<file path="src/rtl/mem_resp_bridge_if.sv">
// Avalon-MM command/response bundle between the bridge and the memory controller.
//   master : bridge side   (drives address, write data, write/read strobes)
//   slave  : controller side (drives waitrequest, read data, read data valid)
interface mem_resp_bridge_if #(
    parameter int unsigned DATA_WIDTH = 32,
    parameter int unsigned ADDR_WIDTH = 29
);
    logic [ADDR_WIDTH-1:0] avl_addr;
    logic [DATA_WIDTH-1:0] avl_wdata;
    logic                  avl_write;
    logic                  avl_read;
    logic                  avl_waitrequest;
    logic [DATA_WIDTH-1:0] avl_rdata;
    logic                  avl_rdata_valid;

    modport master (
        output avl_addr,
        output avl_wdata,
        output avl_write,
        output avl_read,
        input  avl_waitrequest,
        input  avl_rdata,
        input  avl_rdata_valid
    );

    modport slave (
        input  avl_addr,
        input  avl_wdata,
        input  avl_write,
        input  avl_read,
        output avl_waitrequest,
        output avl_rdata,
        output avl_rdata_valid
    );
endinterface

</file>
<file path="src/rtl/mem_resp_bridge.sv">
// Bridges active-low frame-buffer write/read requests onto an Avalon-MM memory
// controller port, tracks outstanding reads and forwards read data in order.
//   clk, reset              : rising-edge clock, asynchronous active-low reset
//   wr_en/wr_addr/wr_data   : active-low write request and its address/data
//   rd_en/rd_addr           : active-low read request and its address
//   wr_rdy/rd_rdy           : one-cycle accepted pulses back to the requester
//   rd_data/rd_data_valid   : returned read data, qualified one cycle per word
//   rsp_err                 : sticky, read response seen with nothing outstanding
//   mem_init_done           : controller calibration complete, gates new issues
//   avl                     : Avalon-MM master side towards the controller
module mem_resp_bridge #(
    parameter int unsigned DATA_WIDTH = 32,
    parameter int unsigned ADDR_WIDTH = 29,
    parameter int unsigned MAX_PEND   = 4
) (
    input  logic                  clk,
    input  logic                  reset,
    input  logic                  wr_en,
    input  logic [ADDR_WIDTH-1:0] wr_addr,
    input  logic [DATA_WIDTH-1:0] wr_data,
    input  logic                  rd_en,
    input  logic [ADDR_WIDTH-1:0] rd_addr,
    output logic                  wr_rdy,
    output logic                  rd_rdy,
    output logic [DATA_WIDTH-1:0] rd_data,
    output logic                  rd_data_valid,
    output logic                  rsp_err,
    input  logic                  mem_init_done,
    mem_resp_bridge_if.master     avl
);

    localparam int unsigned CNT_W = $clog2(MAX_PEND + 1);
    localparam logic [CNT_W-1:0] MAX_CNT = CNT_W'(MAX_PEND);

    typedef enum logic [1:0] {
        IDLE,
        WR_CMD,
        RD_CMD,
        ACK
    } state_t;

    state_t                state_q, state_d;
    logic                  prio_q, prio_d;       // 0: write wins a tie, 1: read wins
    logic [CNT_W-1:0]      pend_q, pend_d;
    logic                  wr_rdy_q, wr_rdy_d;
    logic                  rd_rdy_q, rd_rdy_d;
    logic [DATA_WIDTH-1:0] rd_data_q, rd_data_d;
    logic                  rd_valid_q, rd_valid_d;
    logic                  rsp_err_q, rsp_err_d;
    logic                  write_q, write_d;
    logic                  read_q, read_d;
    logic [ADDR_WIDTH-1:0] addr_q, addr_d;
    logic [DATA_WIDTH-1:0] wdata_q, wdata_d;

    logic wr_elig;
    logic rd_elig;
    logic rd_accept;
    logic rsp_dec;
    logic rsp_orphan;

    assign wr_elig = ~wr_en;
    assign rd_elig = ~rd_en && (pend_q < MAX_CNT);

    // Next-state and registered-output logic.
    always_comb begin
        state_d   = state_q;
        prio_d    = prio_q;
        write_d   = write_q;
        read_d    = read_q;
        addr_d    = addr_q;
        wdata_d   = wdata_q;
        wr_rdy_d  = 1'b0;
        rd_rdy_d  = 1'b0;
        rd_accept = 1'b0;

        case (state_q)
            IDLE: begin
                if (mem_init_done) begin
                    if (wr_elig && (!rd_elig || !prio_q)) begin
                        state_d = WR_CMD;
                        write_d = 1'b1;
                        addr_d  = wr_addr;
                        wdata_d = wr_data;
                        prio_d  = 1'b1;
                    end else if (rd_elig) begin
                        state_d = RD_CMD;
                        read_d  = 1'b1;
                        addr_d  = rd_addr;
                        prio_d  = 1'b0;
                    end
                end
            end
            WR_CMD: begin
                // Command holds regardless of mem_init_done until accepted.
                if (!avl.avl_waitrequest) begin
                    state_d  = ACK;
                    write_d  = 1'b0;
                    wr_rdy_d = 1'b1;
                end
            end
            RD_CMD: begin
                if (!avl.avl_waitrequest) begin
                    state_d   = ACK;
                    read_d    = 1'b0;
                    rd_rdy_d  = 1'b1;
                    rd_accept = 1'b1;
                end
            end
            ACK: begin
                // One dead cycle so the requester's next address is sampled.
                state_d = IDLE;
            end
            default: begin
                state_d = IDLE;
                write_d = 1'b0;
                read_d  = 1'b0;
            end
        endcase
    end

    // Outstanding-read credit and response path.
    always_comb begin
        rsp_dec    = avl.avl_rdata_valid && (pend_q != '0);
        rsp_orphan = avl.avl_rdata_valid && (pend_q == '0);
        pend_d     = pend_q;
        case ({rd_accept, rsp_dec})
            2'b10:   pend_d = pend_q + CNT_W'(1);
            2'b01:   pend_d = pend_q - CNT_W'(1);
            default: pend_d = pend_q;
        endcase
        rsp_err_d  = rsp_err_q | rsp_orphan;
        rd_valid_d = avl.avl_rdata_valid;
        rd_data_d  = avl.avl_rdata_valid ? avl.avl_rdata : rd_data_q;
    end

    always_ff @(posedge clk or negedge reset) begin
        if (!reset) begin
            state_q <= IDLE;
        end else begin
            state_q <= state_d;
        end
    end

    always_ff @(posedge clk or negedge reset) begin
        if (!reset) begin
            prio_q     <= 1'b0;
            pend_q     <= '0;
            wr_rdy_q   <= 1'b0;
            rd_rdy_q   <= 1'b0;
            rd_data_q  <= '0;
            rd_valid_q <= 1'b0;
            rsp_err_q  <= 1'b0;
            write_q    <= 1'b0;
            read_q     <= 1'b0;
            addr_q     <= '0;
            wdata_q    <= '0;
        end else begin
            prio_q     <= prio_d;
            pend_q     <= pend_d;
            wr_rdy_q   <= wr_rdy_d;
            rd_rdy_q   <= rd_rdy_d;
            rd_data_q  <= rd_data_d;
            rd_valid_q <= rd_valid_d;
            rsp_err_q  <= rsp_err_d;
            write_q    <= write_d;
            read_q     <= read_d;
            addr_q     <= addr_d;
            wdata_q    <= wdata_d;
        end
    end

    assign wr_rdy        = wr_rdy_q;
    assign rd_rdy        = rd_rdy_q;
    assign rd_data       = rd_data_q;
    assign rd_data_valid = rd_valid_q;
    assign rsp_err       = rsp_err_q;
    assign avl.avl_addr  = addr_q;
    assign avl.avl_wdata = wdata_q;
    assign avl.avl_write = write_q;
    assign avl.avl_read  = read_q;

endmodule

</file>
<file path="src/flat_wrapper.sv">
// flat-port wrapper written by rule: the top's interface ports become plain ports
module mem_resp_bridge_flat 
#(
    parameter int unsigned DATA_WIDTH = 32,
    parameter int unsigned ADDR_WIDTH = 29,
    parameter int unsigned MAX_PEND   = 4
)
  (clk, reset, wr_en, wr_addr, wr_data, rd_en, rd_addr, wr_rdy, rd_rdy, rd_data, rd_data_valid, rsp_err, mem_init_done, avl_avl_addr, avl_avl_wdata, avl_avl_write, avl_avl_read, avl_avl_waitrequest, avl_avl_rdata, avl_avl_rdata_valid);
  mem_resp_bridge_if #(.DATA_WIDTH(DATA_WIDTH), .ADDR_WIDTH(ADDR_WIDTH)) avl_i ();
  input  logic clk;
  input  logic reset;
  input  logic wr_en;
  input  logic [ADDR_WIDTH-1:0] wr_addr;
  input  logic [DATA_WIDTH-1:0] wr_data;
  input  logic rd_en;
  input  logic [ADDR_WIDTH-1:0] rd_addr;
  output logic wr_rdy;
  output logic rd_rdy;
  output logic [DATA_WIDTH-1:0] rd_data;
  output logic rd_data_valid;
  output logic rsp_err;
  input  logic mem_init_done;
  output wire logic [$bits(avl_i.avl_addr)-1:0] avl_avl_addr;
  output wire logic [$bits(avl_i.avl_wdata)-1:0] avl_avl_wdata;
  output wire logic [$bits(avl_i.avl_write)-1:0] avl_avl_write;
  output wire logic [$bits(avl_i.avl_read)-1:0] avl_avl_read;
  input wire logic [$bits(avl_i.avl_waitrequest)-1:0] avl_avl_waitrequest;
  input wire logic [$bits(avl_i.avl_rdata)-1:0] avl_avl_rdata;
  input wire logic [$bits(avl_i.avl_rdata_valid)-1:0] avl_avl_rdata_valid;
  assign avl_avl_addr = avl_i.avl_addr;
  assign avl_avl_wdata = avl_i.avl_wdata;
  assign avl_avl_write = avl_i.avl_write;
  assign avl_avl_read = avl_i.avl_read;
  assign avl_i.avl_waitrequest = avl_avl_waitrequest;
  assign avl_i.avl_rdata = avl_avl_rdata;
  assign avl_i.avl_rdata_valid = avl_avl_rdata_valid;
  mem_resp_bridge #(.DATA_WIDTH(DATA_WIDTH), .ADDR_WIDTH(ADDR_WIDTH), .MAX_PEND(MAX_PEND)) u_core (.clk(clk), .reset(reset), .wr_en(wr_en), .wr_addr(wr_addr), .wr_data(wr_data), .rd_en(rd_en), .rd_addr(rd_addr), .wr_rdy(wr_rdy), .rd_rdy(rd_rdy), .rd_data(rd_data), .rd_data_valid(rd_data_valid), .rsp_err(rsp_err), .mem_init_done(mem_init_done), .avl(avl_i));
endmodule
</file>
<file path="config.mk">
export PLATFORM = sky130hd
export DESIGN_NAME = mem_resp_bridge_flat
export DESIGN_NICKNAME = d
export VERILOG_FILES = /design/src/rtl/mem_resp_bridge_if.sv /design/src/rtl/mem_resp_bridge.sv /design/src/flat_wrapper.sv
export SDC_FILE = /design/constraint.sdc
export NUM_CORES = 1
export LEC_CHECK = 0
export ABC_CLOCK_PERIOD_IN_PS = 2300
export CAP_MARGIN = 20
export CORE_MARGIN = 4
export CORE_UTILIZATION = 40
export DETAILED_ROUTE_END_ITERATION = 10
export PLACE_DENSITY = 0.8
export SKIP_CTS_REPAIR_TIMING = 1
export SYNTH_ARGS = -nofsm -noshare
export SYNTH_HDL_FRONTEND = slang
export SYNTH_SLANG_ARGS = --single-unit
</file>
<file path="constraint.sdc">
create_clock -name clk -period 2.3 [get_ports clk]
set_input_delay 0.23 -clock clk [delete_from_list [all_inputs] [get_ports clk]]
set_output_delay 0.23 -clock clk [all_outputs]
set_load 0.01 [all_outputs]
</file>
# After elaboration in Yosys (flattened, before gate mapping)
# Cells that the tools add are included.
dict set report op_classes {
  n_mux 21
  magnitude_cmp 1
  bitwise 3
  addsub 2
  eq_ne 13
  n_reduce_logical 20
}
# op n
set ops {}
lappend ops {{two-way mux 29 bit} 2}
lappend ops {{two-way mux 1 bit} 11}
lappend ops {{!= test 2 bit, second input constant} 5}
lappend ops {{AND reduction 3 bit} 3}
lappend ops {{two-way mux 2 bit} 4}
lappend ops {{nonzero test 2 bit} 4}
lappend ops {{equality test 2 bit, second input constant} 3}
lappend ops {{one-hot mux 2 bit (3 select lines)} 1}
lappend ops {{one-hot mux 3 bit (2 select lines)} 1}
lappend ops {{AND reduction 5 bit} 1}
lappend ops {{equality test 2 x 1 -> 1 bit, second input constant} 2}
lappend ops {{logical AND 1 bit} 4}
lappend ops {{!= test 2 x 1 -> 1 bit, second input constant} 2}
lappend ops {{one-hot mux 1 bit (2 select lines)} 2}
lappend ops {{AND reduction 4 bit} 1}
lappend ops {{adder 3 x 1 -> 3 bit, second input constant} 1}
lappend ops {{zero test 3 bit} 1}
lappend ops {{< comparator 3 bit, second input constant} 1}
lappend ops {{!= test 3 x 1 -> 1 bit, second input constant} 1}
lappend ops {{nonzero test 3 bit} 1}
lappend ops {{subtractor 3 x 1 -> 3 bit, second input constant} 1}
lappend ops {{zero test 1 bit} 2}
lappend ops {{zero test 2 bit} 1}
lappend ops {{NOT 1 bit} 2}
lappend ops {{3 further kinds} 3}
dict set report word_totals {
  input_bits 129
  reg_bits 105
  output_inout_bits 99
}

# Longest topological paths before layout
dict set report logic_depth {
  depth_word 8
  ltp_mapped 9
  mapped_depth_nobuf 9
}

# Least setup slack after synthesis
# OpenSTA, ideal clock, no wires.
dict set report synth_path {
  path_type {input to register}
  from {in avl_avl_rdata_valid}
  to {reg u_core.pend_q[2]}
  setup_ps 79
  required_ps 2221
  arrival_ps 1919
  path_buffers 2
  setup_slack_ps 302
  stages 9
  cell_sequence {clkbuf_1 clkbuf_1 nor2b_1 ha_1 inv_1 fa_1 xor2_1 nor2_1 xor2_1}
}
dict set report synth_between {
  elab_chain_len 3
  elab_cells_between_ends 5
  cone_classes {2 x eq/ne; 1 x mux; 2 x reduce/logical}
}
# element line_no
set synth_lines {}
lappend synth_lines {{start: declaration} flat_wrapper.sv:29} ;# input wire logic [$bits(avl_i.avl_rdata_valid)-1:0] avl_avl_rdata_valid;
lappend synth_lines {{logical AND 1 bit *} mem_resp_bridge.sv:123} ;# rsp_dec = avl.avl_rdata_valid && (pend_q != '0);
lappend synth_lines {{equality test 2 x 1 -> 1 bit or equality test 2 bit (tied branches)} mem_resp_bridge.sv:126} ;# case ({rd_accept, rsp_dec})
lappend synth_lines {{one-hot mux 3 bit (2 select lines) or nonzero test 2 bit (tied branches)} -}
lappend synth_lines {{end signal: assignment} mem_resp_bridge.sv:159} ;# pend_q <= pend_d;
lappend synth_lines {{end: declaration} mem_resp_bridge.sv:44} ;# logic [CNT_W-1:0] pend_q, pend_d;
# Mark *: on every way between the ends. The rest lies on a longest branch, timed or not.
# A chain may end at the register's enable or synchronous reset.

# Worst setup path after layout
dict set report layout_path {
  from {reg u_core.state_q[0]}
  to {reg u_core.wdata_q[25], in the netlist u_core.avl.avl_wdata[25]}
}
dict set report layout_between {
  elab_chain_len 2
}
# element line_no
set layout_lines {}
lappend layout_lines {{start: declaration} mem_resp_bridge.sv:42} ;# state_t state_q, state_d;
lappend layout_lines {{start signal: assignment} mem_resp_bridge.sv:140} ;# state_q <= state_d;
lappend layout_lines {{zero test 2 bit} mem_resp_bridge.sv:76} ;# case (state_q)
lappend layout_lines {{AND reduction 3 bit (no line)} -}
lappend layout_lines {{end signal: assignment} mem_resp_bridge.sv:168} ;# wdata_q <= wdata_d;
lappend layout_lines {{end: declaration} mem_resp_bridge.sv:53} ;# logic [DATA_WIDTH-1:0] wdata_q, wdata_d;
# Every way passes these cells.

==> results.ini <==
[grt]
grt_max_degree = 64
overflow = 0
grt_pass1_vias = 3999
track_usage = 0.1946
grt_pass1_wl_mm = 20.27
antenna_found_initial = 0

[sta]
setup_viol = 0
tightest_slew_ps = 812.4
drv_slew = 0
relSlewSlack = 0.4584
fin_hold_ws_ps = -13.44
period_share = 0.8525
min_period_ps = 1961
fin_skew_ps = 6.461
rsz0062_at_grt = false
hold_viol_final = 28
setup_ws_ps = 339.4
tns_ps = 0
fmax_mhz = 510.0

[yosys]
seq_area_frac_synth = 0.5825
asyncSetResetFlopFracSynth = 1.000
syn_nets = 503
synth_edf_count = 0
syn_area_um2 = 4511
avgSynthCellArea_um2 = 12.26
yosys_warnings = 0
synth.distinct_cells = 38
ys_seq_elements = 105
synth_ff_type = dfrtp_1
syn_inst = 368

[route]
dr.pass1.iters = 4
drc_errors = 0
wl_per_cell_um = 17.42
detail-route-antenna-nets = 0
via_per_inst = 5.183
via_count = 3804
routed_wl_mm = 12.78
first_iter_violations = 237

[layout]
nNetsFinal = 724
area_growth_pct = 60.97
stdcell_area_um2 = 7261
drive_above_1_share = 0.1347
multi_input_area_um2 = 1692
stdcell_count = 734
diodes = 0
finish.utilization = 0.6640
nFillCells = 840
register_area_um2 = 2628

[place]
dp.cells = 717
io_buffers = 227
pre_cts_ws_ps = 114.9
gp_congestion = 0.7557
dpl-instance-area_um2 = 6924
hpwl_mm = 9.632

[worst_setup_path]
cp.required_ps = 2520
critPathLaunchType = flop
r2r_start = u_core.state_q[0]$_DFFE_PN0P_
rrSetupSlack_ps = 340
cp-end-kind = flop
critPathMaxFanout = 10
cp_data_arrival_time_ps = 2180
r2r-end = u_core.avl.avl_wdata[25]$_DFFE_PN0P_
crit_end = u_core.avl.avl_wdata[25]$_DFFE_PN0P_
startpoint = u_core.state_q[0]$_DFFE_PN0P_
reg2regPathDepth = 6
critical_path_class = reg2reg

[clock_network]
clkTransAtPathRegs_ps = 70
ctsRootBufferMaster = clkbuf_16
htree_levels = 3
clock-sinks = 105
clockBufferDepth = 2
clk_latency_ps = 340
cts_tree = yes
numCtsBuffers = 9

[floorplanning]
die_w_um = 114.2
rows = 38
initial_core_util = 0.4125
die_h_um = 114.2
dieArea_um2 = 13040
core_um2 = 10940
ios = 228

[status]
violations = negative hold slack
status = finished, violations left

[worst_hold_path]
min_path_type = in2async

[power]
ir_worst_vdd_uv = 496.9
total_power_mw = 7.885
p_leak_nw = 2.969
power.density_nw_per_um2 = 1086

[run]
cap_violations = 0

-- sequential cells by signal, summed over array words and instances, names as in the netlist --
name,cells
u_core.rd_data,32
u_core.state_q,2
u_core.wr_rdy,1
u_core.prio_q,1
u_core.rd_data_valid,1
u_core.avl.avl_addr,29
u_core.avl.avl_wdata,32
u_core.avl.avl_read,1
u_core.rsp_err,1
u_core.rd_rdy,1
u_core.pend_q,3
u_core.avl.avl_write,1
-- worst max-delay path, cell delays in order, from the launching register on --
cell and delay [ps]:
dfrtp_1 390, inv_1 130, ha_1 310, nand2_2 140, nor3_4 270, buf_4 240
mux2_2 350
-- metal layers --
| metal | wire length, um | part of all wire | global-route usage | up-vias |
|---|---|---|---|---|
| li1 | - | - | - | 1776 |
| met1 | 5139 | 0.40 | 0.2455 | 1824 |
| met2 | 6329 | 0.50 | 0.3298 | 186 |
| met3 | 1122 | 0.088 | 0.05814 | 18 |
| met4 | 191 | 0.015 | 0.04671 | 0 |
| met5 | 0 | 0 | 0 | - |
-- cells in the mapped netlist, types with 2 or more instances --
master    count  share of area
ha_1          5          0.014
mux2_2       44           0.11
buf_1         2         0.0017
a21oi_1      31          0.034
clkbuf_1     15          0.012
inv_1        10         0.0083
a21o_1        2         0.0033
o21ai_0      33          0.037
buf_2         9          0.010
nor2_1        2         0.0017
a31oi_1      30          0.042
a32oi_1       2         0.0039
buf_4         2         0.0033
dfrtp_1     105           0.58
nor2b_1       2         0.0028
nand3_1      30          0.033
mux2_1       20          0.050
xor2_1        2         0.0039
buf_6         3         0.0075
-- power breakdown --
group	total (mW)	switching, mW	internal [mW]
sequential	2.93	0.392	2.54
clock	1.63	0.643	0.982
combinational	3.33	1.41	1.92
total	7.88	2.45	5.44
-- layout make-up --
| class | count | area share |
|---|---|---|
| inverter | 10 | 0.005170 |
| tap | 140 | 0.02413 |
| timing repair buffer | 241 | 0.3316 |
| multi-input combinational | 222 | 0.2330 |
| sequential | 105 | 0.3619 |
| clock inverter | 5 | 0.01086 |
| clock buffer | 11 | 0.03343 |
-- worst min-delay path by stage --
stage,from,endpoint,cells after the start
3_5_place_dp,reset,u_core.avl.avl_wdata[13]$_DFFE_PN0P_,1
4_1_cts,reset,u_core.avl.avl_wdata[4]$_DFFE_PN0P_,1
2_1_floorplan,reset,u_core.avl.avl_addr[0]$_DFFE_PN0P_,0
3_3_place_gp,reset,u_core.avl.avl_wdata[10]$_DFFE_PN0P_,1
6_report,reset,u_core.avl.avl_wdata[6]$_DFFE_PN0P_,1
5_1_grt,reset,u_core.avl.avl_wdata[4]$_DFFE_PN0P_,1
-- cells by family (layout without fill, tap and decap cells) --
kind of cell | count (synthesis) | after routing | synth area share
adder cells (fa/ha/maj) | 6 | 6 | 0.01831
AND/OR/NAND/NOR | 44 | 44 | 0.05631
buffers and inverters | 41 | 267 | 0.04327
AO/OA/AOI/OAI | 104 | 104 | 0.1318
XOR/XNOR | 3 | 3 | 0.005826
flip-flops | 105 | 105 | 0.5825
multiplexers | 65 | 65 | 0.1620
-- layout by cell type (no fill, tap or decap), drive strengths merged, types with 3 or more instances in the layout --
master / synthesis / routed
inv: 10 / 10
nand3: 30 / 30
a31oi: 30 / 30
clkdlybuf4s50: 0 / 226
clkinv: 0 / 3
dfrtp: 105 / 105
a21oi: 32 / 32
mux2: 64 / 64
buf: 16 / 15
o21ai: 33 / 33
ha: 5 / 5
clkbuf: 15 / 11
(Power assumes the default switching activity.)
